**config.mk**
```make
export PLATFORM = sky130hd
export DESIGN_NAME = hazard_control_unit
export DESIGN_NICKNAME = d
export VERILOG_FILES = /design/src/rtl/hazard_pkg.sv /design/src/rtl/hazard_perf_counter.sv /design/src/rtl/hazard_control_unit.sv
export SDC_FILE = /design/constraint.sdc
export NUM_CORES = 1
export LEC_CHECK = 0
export ABC_AREA = 1
export CAP_MARGIN = 20
export CORE_MARGIN = 1
export CORE_UTILIZATION = 40
export CTS_CLUSTER_SIZE = 20
export DETAILED_ROUTE_END_ITERATION = 16
export HOLD_SLACK_MARGIN = 0.02
export PLACE_DENSITY = 0.67
export SYNTH_ARGS = -nofsm -noshare
export SYNTH_HDL_FRONTEND = slang
export SYNTH_SLANG_ARGS = --single-unit
```
**constraint.sdc**
```tcl
create_clock -name clk -period 5.1 [get_ports clk]
set_clock_uncertainty 0.15 [all_clocks]
set_input_delay 1.53 -clock clk [delete_from_list [all_inputs] [get_ports clk]]
set_output_delay 1.53 -clock clk [all_outputs]
set_load 0.02 [all_outputs]
```
**src/rtl/hazard_pkg.sv**
```systemverilog
// Shared types and helpers for the pipeline hazard controller.
// Imported by the controller top and its performance counters.
package hazard_pkg;

   typedef enum logic [0:0] {
      HZ_RUN,
      HZ_MEM_WAIT
   } hz_state_t;

   localparam logic [4:0] REG_X0 = 5'd0;

   function automatic logic src_match(
      input logic       uses,
      input logic [4:0] rs,
      input logic [4:0] rd
   );
      return uses && (rs == rd);
   endfunction

endpackage

```
**src/rtl/hazard_perf_counter.sv**
```systemverilog
// Saturating event counter used for stall/flush statistics.
// Holds at all-ones instead of wrapping.
module hazard_perf_counter
   import hazard_pkg::*;
#(
   parameter int CNT_W = 32
) (
   input  logic             clk,
   input  logic             rst,
   input  logic             inc,
   output logic [CNT_W-1:0] cnt
);

   always_ff @(posedge clk or posedge rst) begin
      if (rst) begin
         cnt <= '0;
      end else if (inc && (cnt != '1)) begin
         cnt <= cnt + 1'b1;
      end
   end

endmodule

```
**src/rtl/hazard_control_unit.sv**
```systemverilog
// Stall/flush control for IF/ID, ID/EX, EX/MEM and PC: load-use bubbles,
// taken-redirect flushes and data-memory wait freezes with a timeout.
module hazard_control_unit
   import hazard_pkg::*;
#(
   parameter int MEM_TIMEOUT = 16,
   parameter int CNT_W       = 32
) (
   input  logic             clk,
   input  logic             rst,
   input  logic [4:0]       id_rs1,
   input  logic [4:0]       id_rs2,
   input  logic             id_uses_rs1,
   input  logic             id_uses_rs2,
   input  logic [4:0]       ex_rd,
   input  logic             ex_mem_read,
   input  logic             ex_branch_taken,
   input  logic             mem_req,
   input  logic             mem_ready,
   output logic             pc_write,
   output logic             if_id_stall,
   output logic             if_id_flush,
   output logic             id_ex_stall,
   output logic             id_ex_flush,
   output logic             ex_mem_stall,
   output logic             mem_timeout_err,
   output logic [CNT_W-1:0] stall_cycles,
   output logic [CNT_W-1:0] flush_events
);

   localparam int WW = $clog2(MEM_TIMEOUT + 1);
   localparam logic [WW-1:0] TMO = WW'(MEM_TIMEOUT);

   hz_state_t     state, state_nxt;
   logic [WW-1:0] wait_cnt, wait_nxt;
   logic          err_set;
   logic          freeze;
   logic          release_now;
   logic          take_br;
   logic          bubble;
   logic          load_use;
   logic          mem_hold;

   assign load_use = ex_mem_read && (ex_rd != REG_X0) &&
                     (src_match(id_uses_rs1, id_rs1, ex_rd) ||
                      src_match(id_uses_rs2, id_rs2, ex_rd));
   assign mem_hold = mem_req && !mem_ready;

   // Redirect wins over the bubble: the dependent instruction is wrong-path.
   assign take_br = ex_branch_taken;
   assign bubble  = load_use && !ex_branch_taken;

   always_comb begin
      state_nxt   = state;
      wait_nxt    = wait_cnt;
      err_set     = 1'b0;
      freeze      = 1'b0;
      release_now = 1'b0;
      unique case (state)
         HZ_RUN: begin
            if (mem_hold) begin
               freeze    = 1'b1;
               state_nxt = HZ_MEM_WAIT;
               wait_nxt  = WW'(1);
            end else begin
               release_now = 1'b1;
            end
         end
         HZ_MEM_WAIT: begin
            if (mem_ready) begin
               release_now = 1'b1;
               state_nxt   = HZ_RUN;
               wait_nxt    = '0;
            end else if (wait_cnt < TMO) begin
               freeze   = 1'b1;
               wait_nxt = wait_cnt + 1'b1;
            end else begin
               err_set     = 1'b1;
               release_now = 1'b1;
               state_nxt   = HZ_RUN;
               wait_nxt    = '0;
            end
         end
         default: begin
            state_nxt = HZ_RUN;
            wait_nxt  = '0;
         end
      endcase
   end

   always_comb begin
      pc_write     = 1'b0;
      if_id_stall  = 1'b0;
      if_id_flush  = 1'b0;
      id_ex_stall  = 1'b0;
      id_ex_flush  = 1'b0;
      ex_mem_stall = 1'b0;
      if (!rst) begin
         if (freeze) begin
            if_id_stall  = 1'b1;
            id_ex_stall  = 1'b1;
            ex_mem_stall = 1'b1;
         end else if (release_now) begin
            unique case (1'b1)
               take_br: begin
                  pc_write    = 1'b1;
                  if_id_flush = 1'b1;
                  id_ex_flush = 1'b1;
               end
               bubble: begin
                  if_id_stall = 1'b1;
                  id_ex_flush = 1'b1;
               end
               default: pc_write = 1'b1;
            endcase
         end
      end
   end

   always_ff @(posedge clk or posedge rst) begin
      if (rst) begin
         state           <= HZ_RUN;
         wait_cnt        <= '0;
         mem_timeout_err <= 1'b0;
      end else begin
         state           <= state_nxt;
         wait_cnt        <= wait_nxt;
         mem_timeout_err <= mem_timeout_err | err_set;
      end
   end

   hazard_perf_counter #(.CNT_W(CNT_W)) u_stall_cnt (
      .clk (clk),
      .rst (rst),
      .inc (!pc_write),
      .cnt (stall_cycles)
   );

   hazard_perf_counter #(.CNT_W(CNT_W)) u_flush_cnt (
      .clk (clk),
      .rst (rst),
      .inc (release_now && take_br),
      .cnt (flush_events)
   );

endmodule
```
Yosys cells after proc, flatten, opt, wreduce, memory -nomap -nowiden
Index checks and enable logic that the tools add are counted.

Input bits: 23. Output and inout port bits: 71. Word-level logic and storage cells: 63. Bits in registers: 71.

Muxes and demuxes: 32. Reduce and logical (&&, ||, !) cells: 15. Equal/unequal tests: 5. Order comparisons: 1. Add/sub/neg operators: 3. Bitwise operators: 2.

Operators by type and width (number): 32-bit by 1-bit adder with 32-bit output, second input constant (2); 32-bit != test, second input constant (2); 1-bit 2-to-1 mux (26); 5-bit 2-to-1 mux (3); 5-bit == test (2); 5-bit case mux with 2 select lines (1); 1-bit logical AND (9); 5-bit by 1-bit adder with 5-bit output, second input constant (1); 5-bit less-than comparator, second input constant (1); 5-bit nonzero test (1); 1-bit case mux with 2 select lines (2); 1-bit zero test (3); 2-bit != test, second input constant (1); 2-bit OR reduction (1); 1-bit logical OR (1); 1-bit NOT (1); 1-bit OR (1).

Depth between registers and ports, before layout
Gate-level depths: netlist (run 1).

Depth in word-level cells: 11. Mapped depth: 12. Gate-level depth less buffers: 11.

Hierarchy
From an unflattened synthesis (run 1), not the netlist that was laid out.

Cells, all modules: 826. Area total of the unflattened synthesis: 5131.2 µm².

By module, submodules not included: hazard_perf_counter (instances 2, cells an instance 361, area each 2257.2 µm²); hazard_control_unit (instances 1, cells an instance 104, area each 616.8 µm²).

Worst setup path after synthesis (run 1)
OpenSTA, ideal clock, no wires.

Kind: input to output. Start: in mem_ready. End: out id_ex_flush. Data required time: 3.420 ns. Cell stages on the path: 5. Arrival time: 2.669 ns. Path slack: 0.751 ns. Path through: inv_1 > nand3_1 > nand2_1 > nor3_1 > a31o_2.

Elaborated cells between the ends (all ways): 11.

RTL lines: start: declaration (RTL line hazard_control_unit.sv:19) `input logic mem_ready,`; 1-bit zero test (RTL line hazard_control_unit.sv:47) `assign mem_hold = mem_req && !mem_ready;`; 1-bit logical AND (RTL line hazard_control_unit.sv:47); 1-bit 2-to-1 mux (RTL line hazard_control_unit.sv:61) `if (mem_hold) begin`; 1-bit case mux with 2 select lines * (RTL line hazard_control_unit.sv:59) `unique case (state)`; via freeze (RTL line hazard_control_unit.sv:37) `logic freeze;`; 1-bit 2-to-1 mux * (RTL line hazard_control_unit.sv:99) `if (freeze) begin`; 1-bit 2-to-1 mux * (RTL line hazard_control_unit.sv:98) `if (!rst) begin`; end: declaration (RTL line hazard_control_unit.sv:24) `output logic id_ex_flush,`.

The timed path passes the listed nets; every way through them passes the cells marked *.

Worst setup path after layout (run 1)
Start: in mem_ready. End: out if_id_flush.

Elaborated cells between the ends (all ways): 11.

RTL lines: 1-bit zero test (RTL line hazard_control_unit.sv:47); 1-bit logical AND (RTL line hazard_control_unit.sv:47); 1-bit 2-to-1 mux (RTL line hazard_control_unit.sv:61); 1-bit case mux with 2 select lines * (RTL line hazard_control_unit.sv:59); via freeze (RTL line hazard_control_unit.sv:37); 1-bit 2-to-1 mux * (RTL line hazard_control_unit.sv:99); 1-bit 2-to-1 mux * (RTL line hazard_control_unit.sv:98); end: declaration (RTL line hazard_control_unit.sv:22) `output logic if_id_flush,`.

Marks and branches as above.

==> results.yml, run 1 <==
placement:
  portBuffers: 93
  post-place-ws_ns: -0.01428
  dp_hpwl_um: 9815
  dp.cells: 936
  placed_area_um2: 5839
  gp_congestion: 0.9263
synth:
  synth-adder-area-share_pct: 0.7776
  yosysWarnings: 0
  seq_area_frac_synth_pct: 36.81
  synth_mux_area_share_pct: 0
  synth_top_family_by_area: "simple AND/OR/NAND/NOR gates"
  synthSimpleGateAreaFrac_pct: 44.27
  avgSynthCellArea_um2: 6.780
  synthesis.nets: 738
  synth_area_leaders: "dfrtp_1 37%, nand2_1 23%, xor2_1 7.4%"
  synth_cell_types: 30
  syn-cell-area_um2: 4827
  yosysTopAreaCell: "dfrtp_1"
  yosys.area_share.xor_xnor_pct: 8.528
  synth_compound_area_share_pct: 2.074
  ys_ff_latch: 71
  synth_cells: 712
  synth_top_area_share_pct: 36.81
final_layout:
  fin_util_pct: 53.33
  layout_commonest_cell: "nand2_1"
  antenna_cells: 0
  layout_common_cells: "294 x nand2_1, 90 x clkdlybuf4s50_1, 76 x nor2_1"
  final_area_um2: 6167
  fillers: 1121
  finalNetCount: 830
  areaGrowthSynthToFinish_pct: 27.76
  drive_gt1_share_pct: 6.428
  final_cells: 952
die:
  std_cell_rows: 39
  num_io_pins: 94
  die_x_um: 111.9
  dieHeight_um: 111.9
  initial_core_util_pct: 41.74
  die-area_um2: 12510
  core_area_um2: 11560
critical_path:
  worstSetupEndpoint: "if_id_flush"
  end_kind: "primary output"
  cp-startpoint: "mem_ready"
  reg2reg_depth: 9
  rr_endpoint: "u_stall_cnt.cnt[5]"
  cp.required_ns: 3.42
  crit_path_start_kind: "primary input"
  reg2reg_from: "u_stall_cnt.cnt[0]"
  criticalPathCategory: "in -> out"
  r2r_slack_ns: 2.29
  worstPathArrival_ns: 3.22
  worst-path-max-fanout: 4
timing:
  worst_pin_slew_ns: 0.6273
  fin_crit_sh_pct: 96.17
  period_minus_slack_ns: 4.905
  setup_viol: 0
  rsz0062_at_grt: "false"
  max_freq_mhz: 203.9
  fin_ws_ns: 0.1951
  relSlewSlack_pct: 58.03
  finalMaxSlewViolations: 0
  hold_violations: 0
  setup-tns-final_ns: 0
drt:
  drt.antenna.violating_nets: 0
  viasPerCell: 5.017
  dr.pass1.iters: 11
  first_iter_violations: 310
  drc: 5
  routed_wl_um: 13000
  wire_per_inst_um: 13.65
  vias: 4776
global_routing:
  grtUsageMet3_pct: 4.790
  grt_pass1_wl_um: 21650
  busiest_layer: "met2"
  use_met2_pct: 35.03
  grt_remaining_overflow: 0
  antenna_found_initial: 0
  use_met1_pct: 29.06
  grt_pass1_vias: 4494
  grt_max_degree: 48
  grt_use_total_pct: 21.69
cts:
  root_buffer: "clkbuf_16"
  clockBufferDepth: 2
  cts_tree: "built"
  htreeDepth: 3
  postCtsSetupRepairBufs: 0
  clkLatencyLatePin_ns: 0.34
  cts.sinks: 71
  clkTransAtPathRegs_ns: 0.06
  cts_buffers: 9
hold_path:
  worstHoldStart: "mem_timeout_err"
  hp-class: "reg -> reg"
pwr:
  ir_worst_vdd_v: 0.0002707
  pwr_density_cell_nw_per_um2: 292.7
  p_leak_nw: 2.898
run_status:
  violations: "DRC"
  status: "finished, violations left"
job:
  maxCapViolCount: 0
## timing repair
item,4_1_cts,5_1_grt
pin swaps,0,0
hold buffers,0,0
endpoints found under the hold margin,0,0
resized for setup,1,2
setup endpoints to repair,1,2
## synthesized netlist by cell type
master and n:
nand2_1 294, nor2_1 76, dfrtp_1 71, inv_1 58, nand3_1 54, xor2_1 41, nor3_1 28, nand4_1 10
nand3b_1 9, o21ai_0 9, inv_2 7, nand2_2 7, buf_2 6, buf_6 6, xnor2_1 6, nor2_2 5
nor3_2 4, buf_4 3, ha_1 3, nor2_4 3, a31o_2 2, o22ai_1 2, a21oi_1 1, a31oi_1 1
nand2_4 1, nand3_2 1, nand4_4 1, nor3_4 1, o21ai_1 1, o21ai_2 1
## registers in the layout (all words and copies together), names as in the netlist
register	count
mem_timeout_err	1
state	1
u_flush_cnt.cnt	32
u_stall_cnt.cnt	32
wait_cnt	5
## critical path, stage by stage
cell	delay, ns
clkdlybuf4s50_1	0.48
inv_1	0.08
nand3_1	0.12
nand2_1	0.13
nor3_1	0.21
clkdlybuf4s50_1	0.68
## how the worst min path moves through the flow
| stage | end | depth (start not counted) | slack [ns] |
|---|---|---|---|
| final | mem_timeout_err | 1 | 0.36 |
| after global routing | mem_timeout_err | 1 | 0.37 |
| after CTS | mem_timeout_err | 1 | 0.36 |
| after detailed placement | mem_timeout_err | 1 | 0.35 |
| after global placement | mem_timeout_err | 1 | 0.31 |
| after floorplan | wait_cnt[1] | 2 | 0.35 |
## layer usage
| metal | vias to the layer above | routed length [um] |
|---|---|---|
| met4 | 0 | 164 |
| met5 | - | 0 |
| met3 | 13 | 822 |
| met1 | 2194 | 6105 |
| li1 | 2413 | - |
| met2 | 156 | 5906 |
## metrics by stage
step | power [W] | hold slack [ns]
floorplan | 0.0009589 | 0.3521
global placement | 0.001119 | 0.3087
detailed placement | 0.001132 | 0.3478
CTS | 0.001821 | 0.3607
global route | 0.001893 | 0.3727
finish | 0.001805 | 0.3554
## where the power goes
| group | switching (W) | internal, W |
|---|---|---|
| Combinational | 0.000243 | 0.000178 |
| Sequential | 0.0000836 | 0.000617 |
| Clock | 0.000242 | 0.000442 |
| Total | 0.000569 | 0.00124 |
## kinds of logic after synthesis
group                      after synthesis
xor gates and xnor gates                47
and+or+nand+nor                        494
AOI/OAI and AO/OA                       17
buffers and inverters                   80
adders and majority gates                3
DFF                                     71
## area by class of cell
| type | instances | area [um^2] | area share, % |
|---|---|---|---|
| Timing Repair Buffer | 96 | 957.2 | 15.52 |
| Clock inverter | 5 | 81.33 | 1.319 |
| Inverter | 65 | 244.0 | 3.956 |
| Multi-Input combinational cell | 561 | 2686 | 43.56 |
| Sequential cell | 71 | 1777 | 28.81 |
| Tap cell | 143 | 178.9 | 2.901 |
| Clock buffer | 11 | 242.7 | 3.936 |
(Power assumes the default switching activity.)
==> run 2: changes to the inputs <==
--- a/config.mk
+++ b/config.mk
@@ -13,6 +13,7 @@
 export DETAILED_ROUTE_END_ITERATION = 16
 export HOLD_SLACK_MARGIN = 0.02
 export PLACE_DENSITY = 0.67
+export SETUP_SLACK_MARGIN = 0.2
 export SYNTH_ARGS = -nofsm -noshare
 export SYNTH_HDL_FRONTEND = slang
 export SYNTH_SLANG_ARGS = --single-unit
==> run 2 against run 1 <==
  * The run still ends with DRC left
  * Final cell count is the same
  * Clock-buffer cell count stayed put
  * Total power decreased by 0.16%
  * Critical path depth up 4
==> results.yml, run 2 (same netlist as run 1, synthesis figures left out) <==
run_status:
  status: "finished, violations left"
  violations: "DRC"
global_routing:
  grt_max_degree: 48
  use_met2_pct: 35.03
  use_met1_pct: 29.03
  grtUsageMet3_pct: 4.790
  grt_remaining_overflow: 0
  antenna_found_initial: 0
  grt_pass1_wl_um: 21640
  busiest_layer: "met2"
  grt_pass1_vias: 4496
  grt_use_total_pct: 21.68
timing:
  fin_ws_ns: 0.3148
  finalMaxSlewViolations: 0
  max_freq_mhz: 209.0
  relSlewSlack_pct: 58.01
  fin_crit_sh_pct: 93.83
  worst_pin_slew_ns: 0.6276
  setup-tns-final_ns: 0
  holdWs_ns: 0.3540
  rsz0062_at_grt: "true"
  period_minus_slack_ns: 4.785
  hold_violations: 0
  setup_viol: 0
cts:
  clkTransAtPathRegs_ns: 0.06
  htreeDepth: 3
  cts_tree: "built"
  clkLatencyLatePin_ns: 0.34
  cts_buffers: 9
  cts.hold.buffers_added: 0
  postCtsSetupRepairBufs: 0
  cts.sinks: 71
  root_buffer: "clkbuf_16"
  clockBufferDepth: 2
critical_path:
  crit_path_start_kind: "primary input"
  worst-path-max-fanout: 3
  end_kind: "primary output"
  worstPathArrival_ns: 3.11
  cp.required_ns: 3.42
  cp_top_family: "buffers and inverters"
  path_buf_inv: 3
  cp_slowest_cell: "clkdlybuf4s50_1"
  path_cells: "clkdlybuf4s50_1, inv_1, nand2_1, nand2_1, nor2_1, nand3_1, nand2_1, nand3_1, a31oi_1, clkdlybuf4s15_1"
  max_stage_delay_ns: 0.51
  crit_path_frequent_cell: "nand2_1"
  criticalPathCategory: "in -> out"
drt:
  first_iter_violations: 316
  vias: 4779
  drc: 5
  dr.pass1.iters: 10
  drt.antenna.violating_nets: 0
  routed_wl_um: 12990
  viasPerCell: 5.020
  wire_per_inst_um: 13.64
final_layout:
  finalNetCount: 830
  fillers: 1121
  reg_top3: "u_flush_cnt.cnt x32, u_stall_cnt.cnt x32, wait_cnt x5"
  drive_gt1_share_pct: 6.428
  final_cells: 952
  multi_input_comb_area_um2: 2686
  layout_common_cells: "294 x nand2_1, 86 x clkdlybuf4s50_1, 76 x nor2_1"
  layout_commonest_cell: "nand2_1"
  antenna_cells: 0
  regArea_um2: 1777
  areaGrowthSynthToFinish_pct: 27.76
placement:
  portBuffers: 93
  dp.cells: 936
  dp_hpwl_um: 9815
  post-place-ws_ns: -0.01428
  gp_congestion: 0.9263
die:
  dieHeight_um: 111.9
  initial_core_util_pct: 41.74
  die_x_um: 111.9
  die-area_um2: 12510
  core_area_um2: 11560
  num_io_pins: 94
  std_cell_rows: 39
job:
  maxCapViolCount: 0
hold_path:
  hp-class: "reg -> reg"
pwr:
  p_leak_nw: 2.919
  ir_worst_vdd_v: 0.0002706
  pwr_density_cell_nw_per_um2: 292.3
run 2: cell type report:
class | instances | area share, %
clock buffer | 11 | 3.936
clock inverter | 5 | 1.319
inverter | 65 | 3.956
multi-input combinational | 561 | 43.56
sequential | 71 | 28.81
tap | 143 | 2.901
timing repair buffer | 96 | 15.52
run 2: power by group:
group | switching, W | leakage, nW | internal (W)
Combinational | 0.000243 | 1.80 | 0.000176
Sequential | 0.0000834 | 0.968 | 0.000617
Clock | 0.000241 | 0.156 | 0.000442
run 2: final timing paths:
check,endpoint,slack (ns),startpoint,depth (start not counted)
max,if_id_stall,0.31,ex_rd[3],10
min,mem_timeout_err,0.35,mem_timeout_err,1
max reg2reg,u_stall_cnt.cnt[5],2.29,u_stall_cnt.cnt[0],9
min reg2reg,mem_timeout_err,0.35,mem_timeout_err,1
max in group asynchronous,u_stall_cnt.cnt[5],2.31,rst,3
min in group asynchronous,u_flush_cnt.cnt[17],1.50,rst,2
run 2: worst reg2reg max path, delay by kind of cell, from the launching register on:
kind | cells | cell delay [ns]
and+or+nand+nor | 7 | 1.76
DFF | 1 | 0.45
adders and majority gates | 1 | 0.30
buffers and inverters | 1 | 0.08
run 2: routing by layer:
| metal | wire length, um | share of wire (%) |
|---|---|---|
| met5 | 0 | 0 |
| met4 | 164 | 1.3 |
| met3 | 819 | 6.3 |
| met2 | 5917 | 46 |
| met1 | 6084 | 47 |
run 2: timing repair:
action,CTS,global route
gates cloned,0,0
gates resized for setup,4,4
setup endpoints to repair,4,4
hold endpoints to repair,0,0
pin swaps,0,0
run 2: per-stage QoR:
step | instance area [um^2] | total power, W | util, %
final | 6167 | 0.001803 | 53.33
after detailed placement | 5839 | 0.001132 | 50.49
after global routing | 6167 | 0.001892 | 53.33
after CTS | 6158 | 0.001820 | 53.25
after floorplan | 4827 | 0.0009589 | -
after global placement | 5839 | 0.001119 | 50.49
==> run 3: changes to the inputs <==
--- a/config.mk
+++ b/config.mk
@@ -12,8 +12,8 @@
 export CTS_CLUSTER_SIZE = 20
 export DETAILED_ROUTE_END_ITERATION = 16
 export HOLD_SLACK_MARGIN = 0.02
-export PLACE_DENSITY = 0.67
 export SETUP_SLACK_MARGIN = 0.2
+export SLEW_MARGIN = 20
 export SYNTH_ARGS = -nofsm -noshare
 export SYNTH_HDL_FRONTEND = slang
 export SYNTH_SLANG_ARGS = --single-unit
==> run 3 against run 2 <==
  * Utilization fell by 0.31 points
  * The flow still finishes with violations (DRC)
  * Critical path depth fell by 3
  * Die area unchanged
  * Global-route usage is 0.59 points higher
  * Critical endpoint is now id_ex_flush
==> results.yml, run 3 (same netlist as run 1, synthesis figures left out) <==
run_status:
  status: "finished, violations left"
  violations: "DRC"
placement:
  post-place-ws_ns: -0.001707
  dp.cells: 936
  dp_hpwl_um: 10020
  portBuffers: 93
  gp_congestion: 0.8921
drt:
  route.met3.wl_um: 731
  top_layer_used: "met4"
  routed-wl-met2_um: 5632
  wl_met1_um: 6644
  drt.antenna.violating_nets: 0
  vias: 4771
  routed_wl_um: 13180
  first_iter_violations: 325
  drc: 4
  viasPerCell: 5.022
  dr.pass1.iters: 11
  wire_per_inst_um: 13.87
global_routing:
  grt_max_degree: 72
  grt_remaining_overflow: 0
  grt_pass1_vias: 4425
  grt_pass1_wl_um: 21960
  antenna_found_initial: 0
  grt_use_total_pct: 22.27
pwr:
  p_int_w: 0.001180
  power_frac_seq_pct: 40.6
  pwr-share-clk_pct: 35.4
  ir_worst_vdd_v: 0.0001747
  p_total_w: 0.001731
  combPwrFrac_pct: 24.0
  pwr_density_cell_nw_per_um2: 282.3
  p_sw_share_pct: 31.80
  p_leak_nw: 2.891
  power.switching_w: 0.0005504
cts:
  cts.sinks: 71
  clockBufferDepth: 2
  clkTransAtPathRegs_ns: 0.05
  cts_buffers: 9
  cts_tree: "built"
  clkLatencyLatePin_ns: 0.33
  root_buffer: "clkbuf_16"
  htreeDepth: 3
  cts.hold.buffers_added: 0
timing:
  relSlewSlack_pct: 40.56
  worst_pin_slew_ns: 0.8915
  setup-tns-final_ns: 0
  fin_crit_sh_pct: 93.84
  max_freq_mhz: 209.0
  setup_viol: 0
  finalMaxSlewViolations: 0
  period_minus_slack_ns: 4.786
  fin_ws_ns: 0.3144
  rsz0062_at_grt: "false"
  hold_violations: 0
critical_path:
  path_cells: "clkdlybuf4s50_1, inv_1, nand3_1, nand2_1, nor2_1, a31o_2, dlygate4sd2_1"
  crit_path_start_kind: "primary input"
  cp_top_family: "buffers and inverters"
  max_stage_delay_ns: 0.44
  path_buf_inv: 3
  worstPathArrival_ns: 3.11
  worst-path-max-fanout: 4
  cp.required_ns: 3.42
  cp_slowest_cell: "clkdlybuf4s50_1"
  end_kind: "primary output"
  criticalPathCategory: "in -> out"
final_layout:
  drive_gt1_share_pct: 6.196
  layout_commonest_cell: "nand2_1"
  areaGrowthSynthToFinish_pct: 27.01
  layout_common_cells: "294 x nand2_1, 87 x clkdlybuf4s50_1, 76 x nor2_1"
  finalNetCount: 830
  final_cells: 950
  antenna_cells: 0
  fillers: 1157
  reg_top3: "u_flush_cnt.cnt x32, u_stall_cnt.cnt x32, wait_cnt x5"
  fin_util_pct: 53.01
die:
  die-area_um2: 12510
  initial_core_util_pct: 41.74
  num_io_pins: 94
  die_x_um: 111.9
  std_cell_rows: 39
  core_area_um2: 11560
  dieHeight_um: 111.9
job:
  maxCapViolCount: 0
hold_path:
  hp-class: "reg -> reg"
-- run 3: cell count changes in the layout (fill, tap and decap cells not counted), sizes merged --
cell and delta:
clkbuf +2, clkinv -2, bufinv -1, clkdlybuf4s50 +1, clkinvlp -1, dlymetal6s2s -1
-- run 3: metrics by stage --
stage	hold WS, ns	instance area [um^2]
after detailed placement	0.3085	5839
after floorplan	0.3521	4827
final	0.3177	6131
after CTS	0.3204	6120
after global routing	0.3357	6131
after global placement	0.3076	5839
-- run 3: path summary, 6_finish.rpt --
check | to | cells after the start | slack, ns | from
worst max-delay path | id_ex_flush | 7 | 0.31 | mem_ready
worst min-delay path | mem_timeout_err | 1 | 0.32 | mem_timeout_err
worst max register to register | u_stall_cnt.cnt[25] | 9 | 2.29 | u_stall_cnt.cnt[0]
worst min register to register | mem_timeout_err | 1 | 0.32 | mem_timeout_err
max in group asynchronous | u_stall_cnt.cnt[9] | 3 | 2.43 | rst
min in group asynchronous | state | 3 | 1.80 | rst
-- run 3: repair_timing --
action                                  4_1_cts  5_1_grt
setup buffers                                 0        0
resized for setup                             5        5
pin swaps                                     0        1
endpoints found under the setup margin        4        4
-- run 3: layout make-up --
class | instances | area, um^2 | share of cell area [%]
timing repair buffer | 96 | 954.7 | 15.57
clock buffer | 13 | 250.2 | 4.082
multi-input combinational | 561 | 2696 | 43.98
tap | 143 | 178.9 | 2.918
inverter | 65 | 244.0 | 3.980
sequential | 71 | 1777 | 28.98
clock inverter | 1 | 30.03 | 0.4898
-- run 3: worst register-to-register path, stage by stage (launching register included) --
cell	delay (ns)
dfrtp_1	0.46
ha_1	0.31
inv_2	0.08
nor2_4	0.16
nand2_2	0.11
nor2_4	0.16
nand4_4	0.42
nand2_2	0.69
nand2_1	0.12
nand2_1	0.09
-- run 3: power groups by stage --
stage | clock network [W] | logic [W] | registers (W)
detailed placement | 0 | 0.000420 | 0.000711
CTS | 0.000632 | 0.000420 | 0.000702
finish | 0.000612 | 0.000416 | 0.000703
floorplan | 0 | 0.000207 | 0.000752
global route | 0.000652 | 0.000458 | 0.000713
global placement | 0 | 0.000417 | 0.000710
-- run 3: layer usage --
layer | global-route usage, % | vias up
met5 | 0 | -
met3 | 3.702 | 12
met2 | 33.00 | 137
met4 | 7.027 | 0
met1 | 32.89 | 2206
li1 | - | 2416
